--- config.mk ---
export PLATFORM = sky130hd
export DESIGN_NAME = lad_port
export DESIGN_NICKNAME = d
export VERILOG_FILES = /design/src/rtl/lad_pkg.sv /design/src/rtl/lad_port_sync_2ff.sv /design/src/rtl/lad_port.sv
export SDC_FILE = /design/constraint.sdc
export NUM_CORES = 1
export LEC_CHECK = 0
export ABC_AREA = 1
export BUFFER_PORTS_ARGS = -buffer_cell sky130_fd_sc_hd__buf_4
export CELL_PAD_IN_SITES_DETAIL_PLACEMENT = 0
export CELL_PAD_IN_SITES_GLOBAL_PLACEMENT = 1
export CORE_MARGIN = 2
export CORE_UTILIZATION = 45
export CTS_CLUSTER_DIAMETER = 100
export CTS_CLUSTER_SIZE = 30
export DETAILED_ROUTE_END_ITERATION = 8
export PLACE_DENSITY_LB_ADDON = 0.3
export SYNTH_ARGS = -nofsm -noshare
export SYNTH_HDL_FRONTEND = slang
export SYNTH_HIERARCHICAL = 1
export SYNTH_SLANG_ARGS = --single-unit
--- constraint.sdc ---
create_clock -name CLK100MHZ -period 3.3 [get_ports CLK100MHZ]
set_input_delay 0.165 -clock CLK100MHZ [delete_from_list [all_inputs] [get_ports CLK100MHZ]]
set_output_delay 0.165 -clock CLK100MHZ [all_outputs]
set_load 0.02 [all_outputs]
--- src/rtl/lad_pkg.sv ---
// lad_pkg: state type and bus constants shared by the lad_port slice.
package lad_pkg;
   typedef enum logic [2:0] {IDLE, TX_LO, TX_HI, TAR, RX_LO, RX_HI, DONE} lad_state_t;
   localparam int NIBBLE_W = 4;
   localparam logic [NIBBLE_W-1:0] BUS_IDLE = 4'hF;
endpackage

--- src/rtl/lad_port_sync_2ff.sv ---
// sync_2ff: parameterized-width two-flop synchronizer for asynchronous inputs.
module sync_2ff #(
   parameter int W = 1
) (
   input  logic         clk,
   input  logic         rst_n,
   input  logic [W-1:0] d,
   output logic [W-1:0] q
);
   logic [W-1:0] meta;
   always_ff @(posedge clk or negedge rst_n)
      if (!rst_n) {q, meta} <= '0;
      else        {q, meta} <= {meta, d};
endmodule

--- src/rtl/lad_port.sv ---
// lad_port: half-duplex 4-bit bus port; sends bytes as nibble slots, turns the bus
// around and captures a requested number of response bytes.
module lad_port
   import lad_pkg::*;
#(
   parameter int NIBBLE_CYCLES = 8,
   parameter int TAR_SLOTS     = 2
) (
   input  logic                CLK100MHZ,
   input  logic                CPU_RESETN,
   input  logic [NIBBLE_W-1:0] pin_in,
   output logic [NIBBLE_W-1:0] pin_out,
   output logic                pin_oe,
   input  logic                tx_valid,
   input  logic [7:0]          tx_data,
   input  logic                tx_last,
   output logic                tx_ready,
   input  logic [3:0]          rx_count,
   output logic                rx_valid,
   output logic [7:0]          rx_data,
   output logic                busy,
   output logic                done
);
   localparam int CW = $clog2(NIBBLE_CYCLES);
   localparam logic [CW-1:0] SLOT_LAST = CW'(NIBBLE_CYCLES - 1);
   localparam logic [3:0] TAR_LAST = 4'(TAR_SLOTS - 1);
   lad_state_t state, state_n;
   logic [CW-1:0] cnt, cnt_n;
   logic [3:0] tar_cnt, rem, rem_n, lo;
   logic [7:0] tx_byte, byte_n;
   logic last, last_n, slot_end, accept, rx_hi_smp;
   logic [NIBBLE_W-1:0] pin_sync;
   sync_2ff #(.W(NIBBLE_W)) u_sync (
      .clk  (CLK100MHZ),
      .rst_n(CPU_RESETN),
      .d    (pin_in),
      .q    (pin_sync)
   );
   always_comb begin
      slot_end  = cnt == SLOT_LAST;
      accept    = tx_valid && tx_ready;
      rx_hi_smp = state == RX_HI && slot_end && rem != 4'd0;
      byte_n    = accept ? tx_data : tx_byte;
      last_n    = accept ? tx_last : last;
      rem_n     = (state == IDLE && accept) ? rx_count : rx_hi_smp ? rem - 4'd1 : rem;
      state_n   = state;
      case (state)
         IDLE:  if (accept) state_n = TX_LO;
         TX_LO: if (slot_end) state_n = TX_HI;
         // a non-last byte with no successor holds the high nibble (stall)
         TX_HI: if (slot_end && (last || accept)) state_n = !last ? TX_LO : (rem != 4'd0) ? TAR : DONE;
         TAR:   if (slot_end && tar_cnt == TAR_LAST) state_n = RX_LO;
         RX_LO: if (slot_end) state_n = RX_HI;
         // after the final sample RX_HI holds one cycle so done trails rx_valid
         RX_HI: if (rem == 4'd0) state_n = DONE;
                else if (slot_end && rem != 4'd1) state_n = RX_LO;
         DONE:  state_n = IDLE;
         default: state_n = IDLE;
      endcase
      cnt_n = (state_n != state || (slot_end && state == TAR)) ? '0 : slot_end ? cnt : cnt + 1'b1;
   end
   always_ff @(posedge CLK100MHZ or negedge CPU_RESETN) begin
      if (!CPU_RESETN) begin
         state    <= IDLE;
         cnt      <= '0;
         tar_cnt  <= '0;
         rem      <= '0;
         lo       <= '0;
         tx_byte  <= '0;
         last     <= 1'b0;
         pin_oe   <= 1'b0;
         pin_out  <= BUS_IDLE;
         tx_ready <= 1'b0;
         rx_valid <= 1'b0;
         rx_data  <= '0;
         busy     <= 1'b0;
         done     <= 1'b0;
      end else begin
         state    <= state_n;
         cnt      <= cnt_n;
         tar_cnt  <= state != TAR ? 4'd0 : slot_end ? tar_cnt + 4'd1 : tar_cnt;
         rem      <= rem_n;
         tx_byte  <= byte_n;
         last     <= last_n;
         if (state == RX_LO && slot_end) lo <= pin_sync;
         pin_oe   <= state_n == TX_LO || state_n == TX_HI;
         pin_out  <= state_n == TX_LO ? byte_n[3:0] : state_n == TX_HI ? byte_n[7:4] : BUS_IDLE;
         tx_ready <= state_n == IDLE || (state_n == TX_HI && cnt_n == SLOT_LAST && !last_n);
         rx_valid <= rx_hi_smp;
         if (rx_hi_smp) rx_data <= {pin_sync, lo};
         busy     <= state_n != IDLE;
         done     <= state_n == DONE;
      end
   end
endmodule

==> results_dict.tcl, run 1 <==
set metrics [dict create \
    area_growth_pct 20.9 \
    via_per_inst 4.58 \
    h-tree-depth 2 \
    antenna_left 0 \
    hp-class "input pin to flip-flop" \
    routabilityCongestion 0.880 \
    drc_errors 0 \
    path_max_fanout 11 \
    fmax_ghz 0.529 \
    critPathRequiredTime_ns 3.53 \
    vias 1678 \
    grt_max_degree 53 \
    grt_pass1_wl_microns 7360 \
    arrival_ns 2.12 \
    clockRootBuffer "clkbuf_8" \
    cts_tree "yes" \
    ys_warn_count 6 \
    worstSetupEndpointType "flip-flop" \
    num-nets-final 324 \
    hold_slack_ns 0.0838 \
    synth_cells 252 \
    pre_cts_slack_ns 1.43 \
    final_common_cell "nand2_1" \
    fin_crit_ns 1.89 \
    rr_startpoint "tx_ready" \
    setup_slack_ns 1.41 \
    ctsResizeCount 0 \
    grt_pass1_vias 1666 \
    crit_type "flip-flop to flip-flop" \
    cts_sinks 52 \
    drtIter0Drc 76 \
    synth_nets 278 \
    die_area_sq_um 5670 \
    grtUsageTotal 0.172 \
    maxSlewViolCount 0 \
    syn-mean-instance-area_sq_um 9.08 \
    ir_drop_mv 0.443 \
    slew_headroom 0.574 \
    die_x_microns 75.3 \
    cts.clk_slew.worst_paths_ns 0.08 \
    die_h_microns 75.3 \
    final_cell_area_sq_um 2770 \
    clk_latency_ns 0.30 \
    io_pins 37 \
    tns_ns 0 \
    cts_buffer_depth 2 \
    cts_buffers 5 \
    leakage_uw 0.00145 \
    ys_ff_latch 52 \
    synth.cell_area_sq_um 2290 \
    fin_worst_skew_ns 0.00632 \
    drive_gt1_frac 0.237 \
    cp-start-kind "flip-flop" \
    maxCapViolCount 0 \
    setup_viol 0 \
    power_density_nw_per_um2 668 \
    worstMarginPinSlew_ns 0.639 \
    drt_wl_total_microns 4180 \
    hold_viol 0 \
    hold_start "tx_data[2]" \
    portBuffers 36 \
    yosysSeqAreaShare 0.571 \
    cp-startpoint "tx_ready" \
    dpl_cell_area_sq_um 2630 \
    synth_cell_types 26 \
    outcome "finished, final reports clean" \
    hpwl_microns 3000 \
    period_share 0.573 \
    antenna_found_initial 0 \
    wire_per_inst_microns 11.4 \
    power_uw 1850 \
    start_util 0.475 \
    diodes 0 \
    rows 25 \
    rsz0062_at_grt "no" \
    first_pass_iters 4 \
    coreArea_sq_um 4820 \
    layout_common_cells "nand2_1 (74), dfrtp_1 (48), buf_4 (36)" \
    grt_overflow 0 \
]
## power breakdown
group | internal [uW] | total, uW | switching (uW)
registers | 803 | 884 | 80.9
clock network | 152 | 351 | 199
logic | 241 | 614 | 373
total | 1200 | 1850 | 653
## sequential cells by signal (all words and copies together) (netlist names), 3 cells and up
signal,flops
cnt,3
lo,4
pin_out,4
rem,4
rx_data,8
state,3
tar_cnt,4
tx_byte,8
u_sync/meta,4
u_sync/q,4
## synthesized netlist by cell type
cell type,n,share of area
a21oi_1,6,0.013
buf_4,1,0.0033
clkbuf_1,1,0.0016
dfrtp_1,48,0.52
dfstp_2,4,0.046
ha_1,6,0.033
inv_1,21,0.034
inv_2,6,0.0098
inv_4,1,0.0027
mux2i_1,1,0.0044
nand2_1,74,0.12
nand2_2,4,0.011
nand2_4,1,0.0049
nand3_1,14,0.031
nand3_2,4,0.017
nand4_4,1,0.0093
nor2_1,29,0.048
nor2_2,5,0.014
nor2_4,2,0.0098
nor3_1,4,0.0087
o211ai_1,2,0.0066
o21a_1,1,0.0033
o21ai_0,10,0.022
o21bai_2,1,0.0049
o22ai_1,3,0.0082
xnor2_1,2,0.0077
## logic make-up after synthesis
logic type | synth area share
XOR/XNOR | 0.00766
buffers and inverters | 0.0519
adder cells (fa/ha/maj) | 0.0328
multiplexers | 0.00437
flip-flops | 0.571
AO/OA/AOI/OAI | 0.0580
AND/OR/NAND/NOR | 0.274
## what timing repair did
action / in CTS / in global routing
buffers inserted: 0 / 0
hold endpoints to repair: 52 / 0
hold buffers: 5 / 0
## metal layers
metal	vias up	global-route usage	wire length (microns)
li1	885	-	-
met1	757	0.242	2110
met2	30	0.259	1830
met3	6	0.0437	167
met4	0	0.0643	72
met5	-	0	0
## worst max-delay path, stage by stage (launching register included)
cell	delay, ns
dfrtp_1	0.40
nand2_1	0.32
inv_2	0.18
nand3_2	0.16
nand2_1	0.10
nor2_4	0.11
nand4_4	0.13
nor3_1	0.25
o21bai_2	0.17
## layout make-up
class / instances / area, sq um
flip-flops and latches: 52 / 1310
inverters: 28 / 108
well taps: 67 / 83.8
repair buffers: 41 / 320
fillers: 468 / 2050
clock inverters: 1 / 8.76
clock buffers: 7 / 76.3
multi-input cells: 170 / 863
## final timing paths
| check | cells after the start | end | slack (ns) |
|---|---|---|---|
| worst max-delay path | 8 | tx_ready | 1.41 |
| max in group asynchronous | 2 | tar_cnt[0] | 2.45 |
| worst min register to register | 0 | u_sync/q[1] | 0.35 |
| min in group asynchronous | 2 | tx_ready | 0.43 |
| worst min-delay path | 3 | tx_byte[2] | 0.08 |
| worst max register to register | 8 | tx_ready | 1.41 |
## stage by stage
step,cells,util
floorplan,252,-
global placement,353,0.546
detailed placement,353,0.546
CTS,366,0.574
global route,366,0.574
finish,366,0.574
Note: power is estimated with default switching activity, not from simulation.
==> inputs of run 2 (changes only) <==
- ABC_AREA: 1 -> 0
- CORE_UTILIZATION: 45 -> 40
- clock period: 3.3 -> 1.6 ns (I/O delays scaled with it)
==> run 2 against run 1 <==
Against the previous run: utilization up 7.4 points; critical path depth stayed put; count of clock-buffer cells in the layout decreased by 1; global-route usage increased by 1.2 points; the flow now finishes with violations (negative hold slack, negative setup slack); sequential share of layout area shrank 11 points; combinational power increased to 4.2 times the previous value; register-to-register slack got worse by 1.8 ns; maximum frequency down 4.1%; final area grew 30%; clock skew rose by 0.0044 ns.
==> results_dict.tcl, run 2 <==
set metrics [dict create \
    period_share 1.23 \
    cts_tree "yes" \
    first_pass_iters 4 \
    cts_buffers 5 \
    ys_warn_count 6 \
    die_x_microns 80.1 \
    maxSlewViolCount 0 \
    synth_most_common_cell "dfrtp_1" \
    critPathRequiredTime_ns 1.80 \
    slowest_delay_ns 0.42 \
    maxCapViolCount 0 \
    synth_top_area_share 0.519 \
    dp_cells 328 \
    yosysSeqAreaShare 0.564 \
    yosys.area.top_type "dfrtp_1" \
    cp-start-kind "flip-flop" \
    fin_crit_ns 1.97 \
    drc_errors 0 \
    synth_nets 209 \
    syn-mean-instance-area_sq_um 12.7 \
    drtIter0Drc 88 \
    grtUsageTotal 0.184 \
    final_util 0.648 \
    cts_buffer_depth 2 \
    multiInputGateArea_sq_um 1250 \
    failed_checks "negative hold slack, negative setup slack" \
    grt_busiest_layer "met2" \
    register_area_sq_um 1310 \
    vias 1852 \
    hp-class "input pin to flip-flop" \
    final_common_cell "buf_4" \
    die_h_microns 80.1 \
    cts_sinks 52 \
    outcome "finished with violations" \
    fillers 445 \
    wire_per_inst_microns 16.7 \
    synth_cell_types 47 \
    drive_gt1_frac 0.597 \
    clk_latency_ns 0.30 \
    fin_worst_skew_ns 0.0107 \
    rsz0062_at_grt "yes" \
    sw_frac_of_total 0.357 \
    use_met3 0.0438 \
    grt_use_met2 0.311 \
    synthTopCellsByCount "dfrtp_1 (48), mux2_2 (22), nor2_1 (11)" \
    p_seq_frac 0.367 \
    num-nets-final 308 \
    dpl_cell_area_sq_um 3050 \
    hpwl_microns 3810 \
    synth_cells 183 \
    crit_chain "inv_2 -> ha_4 -> nor4bb_4 -> a22oi_2 -> o21a_2 -> buf_6 -> and4_1 -> a21bo_1" \
    leakage_uw 0.00159 \
    io_pins 37 \
    rows 27 \
    hold_slack_ns -0.00258 \
    grt_pass1_wl_microns 8980 \
    cp.buffers_inverters 2 \
    start_util 0.418 \
    clockRootBuffer "clkbuf_8" \
    h-tree-depth 2 \
    reg_top3 "rx_data (8), tx_byte (8)" \
    grt_overflow 0 \
    slew_headroom 0.575 \
    die_area_sq_um 6410 \
    setup_slack_ns -0.373 \
    routabilityCongestion 0.796 \
    ir_drop_mv 1.09 \
    p_int_uw 3390 \
    synth.cell_area_sq_um 2320 \
    coreArea_sq_um 5540 \
    power_frac_comb 0.491 \
    cts.clk_slew.worst_paths_ns 0.10 \
    diodes 0 \
    arrival_ns 2.17 \
    antenna_found_initial 0 \
    crit_family "simple AND/OR/NAND/NOR gates" \
    worstSetupEndpointType "flip-flop" \
    setup_viol 29 \
    synthArstFlopShare 1.00 \
    stdcell_count 355 \
    via_per_inst 5.22 \
    synth_ff_type "dfrtp_1" \
    final_cell_area_sq_um 3590 \
    worstMarginPinSlew_ns 0.637 \
    ys_ff_latch 52 \
    clock_power_share 0.142 \
    hold_viol 1 \
    crit_path_top_delay_cell "nor4bb_4" \
    drt_wl_total_microns 5930 \
    p_sw_uw 1880 \
    power_density_nw_per_um2 1470 \
    grt_pass1_vias 1864 \
    fmax_ghz 0.507 \
    use_met1 0.233 \
    portBuffers 36 \
    layout_common_cells "buf_4 (82), dfrtp_1 (47), mux2_4 (12)" \
    synthTopCellsByArea "dfrtp_1 (52%), mux2_2 (11%), dfstp_2 (4.5%), ha_1 (3.2%), nor2_1 (1.8%)" \
    area_growth_pct 55.1 \
    crit_type "flip-flop to flip-flop" \
    grt_max_degree 53 \
    synth-edff-count 0 \
    antenna_left 0 \
    path_max_fanout 5 \
]
-- run 2: worst reg2reg max path, delay by kind of cell, from the launching register on --
| family | cells | cell delay, ns |
|---|---|---|
| simple gates | 2 | 0.56 |
| compound gates | 3 | 0.56 |
| flops | 1 | 0.41 |
| buf+inv | 2 | 0.21 |
| fa+ha+maj | 1 | 0.12 |
-- run 2: per-stage QoR --
stage / TNS [ns] / setup slack, ns / total power [uW]
after floorplan: -2.15 / -0.333 / 3130
after global placement: -4.30 / -0.310 / 3920
after detailed placement: -5.32 / -0.361 / 3940
after CTS: -4.32 / -0.327 / 4860
after global routing: -8.38 / -0.458 / 5580
final: -6.13 / -0.373 / 5270
-- run 2: power by group through the flow --
stage,Sequential [uW],Clock (uW),Combinational [uW]
2_1_floorplan,2020,0,1110
3_3_place_gp,1920,0,2000
3_5_place_dp,1920,0,2020
4_1_cts,1910,766,2180
5_1_grt,1970,831,2780
6_report,1930,750,2590
-- run 2: final timing paths --
check                               startpoint           to  slack [ns]  cells past startpoint
worst max-delay path                    rem[0]     tx_ready       -0.37                      8
worst min-delay path               rx_count[3]       rem[3]      -0.003                      3
worst max register to register          rem[0]     tx_ready       -0.37                      8
worst min register to register  u_sync/meta[0]  u_sync/q[0]        0.36                      0
max in group asynchronous           CPU_RESETN     state[0]        0.80                      2
min in group asynchronous           CPU_RESETN   rx_data[4]        0.34                      2
-- run 2: repair_timing --
item / 4_1_cts / 5_1_grt
hold buffers: 5 / 0
buffers inserted: 2 / 12
cloned: 0 / 1
setup endpoints to repair: 28 / 30
pin swaps: 9 / 17
gates resized for setup: 24 / 40
hold endpoints to repair: 52 / 0
-- run 2: final cells by class --
class / instances / share of cell area
multi-input combinational: 118 / 0.349
sequential: 52 / 0.364
clock buffer: 6 / 0.0202
tap: 72 / 0.0251
clock inverter: 2 / 0.00383
inverter: 6 / 0.00627
timing repair buffer: 99 / 0.232
-- run 2: logic make-up (layout without fill, tap and decap cells) --
kind of cell | after synthesis | after routing | share of synthesized area
simple gates | 52 | 52 | 0.132
flops | 52 | 52 | 0.564
fa+ha+maj | 6 | 6 | 0.0324
xor+xnor | 5 | 5 | 0.0189
compound gates | 30 | 30 | 0.103
mux | 25 | 25 | 0.125
buf+inv | 13 | 113 | 0.0243
-- run 2: routing by layer --
metal / share of wire / up-vias
met3: 0.038 / 6
met5: 0 / -
met2: 0.52 / 42
li1: - / 867
met1: 0.43 / 937
met4: 0.013 / 0
==> inputs of run 3 (changes only) <==
- CORE_UTILIZATION: 40 -> 36
- HOLD_SLACK_MARGIN: unset -> 0.08
==> run 3 against run 2 <==
Against the previous run: the flow finishes with violations (negative setup slack); highest routed layer unchanged; first-iteration DRC count shrank 11%; critical endpoint is now pin_out[0]; critical path depth up 1; sequential power about the same; worst setup slack got worse by 0.054 ns; worst hold slack better by 0.14 ns; largest cell class unchanged.
==> results_dict.tcl, run 3 (synthesis gave the netlist of run 2 again) <==
set metrics [dict create \
    path_max_fanout 4 \
    drive_gt1_frac 0.580 \
    cts.clk_slew.worst_paths_ns 0.10 \
    dp_cells 340 \
    wire_per_inst_microns 16.0 \
    leakage_uw 0.00171 \
    drc_errors 0 \
    drtIter0Drc 78 \
    slowest_delay_ns 0.41 \
    setup_slack_ns -0.427 \
    critPathRequiredTime_ns 1.85 \
    p_sw_uw 1920 \
    sw_frac_of_total 0.355 \
    power_density_nw_per_um2 1430 \
    outcome "finished with violations" \
    fin_crit_ns 2.03 \
    clock_power_share 0.147 \
    maxSlewViolCount 0 \
    stdcell_count 384 \
    h-tree-depth 2 \
    cts_buffer_depth 2 \
    grt_pass1_vias 2021 \
    first_pass_iters 4 \
    fmax_ghz 0.493 \
    die_x_microns 84.2 \
    vias 1919 \
    via_per_inst 5.00 \
    cts_sinks 52 \
    worstMarginPinSlew_ns 0.655 \
    antenna_found_initial 0 \
    coreArea_sq_um 6280 \
    drt_wl_total_microns 6140 \
    tns_ns -6.90 \
    power_frac_comb 0.499 \
    cts_buffers 5 \
    rsz0062_at_grt "yes" \
    setup_viol 30 \
    layout_common_cells "buf_4 (88), dfrtp_1 (47), buf_6 (17), dlygate4sd3_1 (17), mux2_4 (12)" \
    hp-class "input pin to flip-flop" \
    rows 29 \
    clk_latency_ns 0.31 \
    cp_common_cell "buf_6" \
    p_int_uw 3480 \
    crit_type "flip-flop to flip-flop" \
    clockRootBuffer "clkbuf_8" \
    grt_pass1_wl_microns 9930 \
    failed_checks "negative setup slack" \
    area_growth_pct 63.2 \
    grtUsageTotal 0.177 \
    final_common_cell "buf_4" \
    cts_tree "yes" \
    die_area_sq_um 7090 \
    p_seq_frac 0.354 \
    start_util 0.369 \
    antenna_left 0 \
    slew_headroom 0.563 \
    portBuffers 36 \
    hpwl_microns 3790 \
    reg_top3 "rx_data (8), tx_byte (8)" \
    final_util 0.602 \
    r2r_cells 9 \
    maxCapViolCount 0 \
    io_pins 37 \
    arrival_ns 2.27 \
    min_path_cells 4 \
    period_share 1.27 \
    cp-start-kind "flip-flop" \
    hold_viol 0 \
    fillers 502 \
    die_h_microns 84.2 \
    fin_worst_skew_ns 0.00875 \
    num-nets-final 332 \
    worstSetupEndpointType "flip-flop" \
    routabilityCongestion 0.816 \
    diodes 0 \
    power_uw 5400 \
    grt_max_degree 53 \
    crit_chain "ha_4 -> buf_6 -> nand3b_1 -> buf_4 -> nor3_2 -> o31a_1 -> buf_6 -> o211ai_1 -> o32a_1" \
    grt_overflow 0 \
    ir_drop_mv 0.699 \
    crit_path_top_delay_cell "dfrtp_1" \
]
[run 3: changes by cell type in the layout (fill, tap and decap cells not counted), sizes merged]
cell | before | now
buf | 93 | 106
clkbuf | 7 | 5
clkinv | 1 | 0
clkinvlp | 0 | 2
dlygate4sd3 | 5 | 17
[run 3: worst max-delay path: cells and delay by family (launching register included)]
kind / cells / cell delay [ns]
simple gates: 2 / 0.35
compound gates: 3 / 0.59
buf+inv: 3 / 0.45
fa+ha+maj: 1 / 0.17
flops: 1 / 0.41
[run 3: path summary, 6_finish.rpt]
kind / startpoint / end / slack (ns)
max reg2reg: cnt[1] / pin_out[0] / -0.43
max: cnt[1] / pin_out[0] / -0.43
min reg2reg: u_sync/meta[3] / u_sync/q[3] / 0.36
min in group asynchronous: CPU_RESETN / tar_cnt[1] / 0.33
min: rx_count[0] / rem[0] / 0.14
max in group asynchronous: CPU_RESETN / state[0] / 0.81
[run 3: timing repair]
action | CTS | global route
hold endpoints to repair | 64 | 0
endpoints found under the setup margin | 30 | 31
hold buffers | 17 | 0
resized for setup | 45 | 26
buffers inserted | 10 | 12
pin swaps | 25 | 18
cloned | 1 | 0
[run 3: area by class of cell]
| cell class | instances | area (sq um) | share of cell area |
|---|---|---|---|
| clock buffers | 5 | 68.8 | 0.0182 |
| repair buffers | 123 | 1040 | 0.276 |
| flip-flops and latches | 52 | 1310 | 0.346 |
| well taps | 77 | 96.3 | 0.0255 |
| multi-input cells | 118 | 1210 | 0.321 |
| clock inverters | 3 | 26.3 | 0.00695 |
| inverters | 6 | 25.0 | 0.00662 |
[run 3: power by group through the flow]
| stage | combinational, uW | sequential, uW | clock [uW] |
|---|---|---|---|
| final | 2700 | 1910 | 793 |
| after global routing | 2890 | 1950 | 875 |
| after CTS | 2380 | 1900 | 821 |
| after detailed placement | 2130 | 1910 | 0 |
| after global placement | 2100 | 1920 | 0 |
| after floorplan | 1110 | 2020 | 0 |
[run 3: through the flow]
| step | setup slack [ns] | hold slack, ns | cell area [sq um] |
|---|---|---|---|
| after floorplan | -0.333 | -0.216 | 2400 |
| after global placement | -0.361 | 0.148 | 3110 |
| after detailed placement | -0.370 | 0.157 | 3110 |
| after CTS | -0.351 | 0.110 | 3600 |
| after global routing | -0.569 | 0.128 | 3780 |
| final | -0.427 | 0.142 | 3780 |
[run 3: routing by layer]
layer  vias up  track usage  part of all wire
met5         -            0                 0
met2        47        0.294              0.50
met3        10       0.0344             0.031
met1       945        0.229              0.45
li1        917            -                 -
met4         0       0.0660             0.020
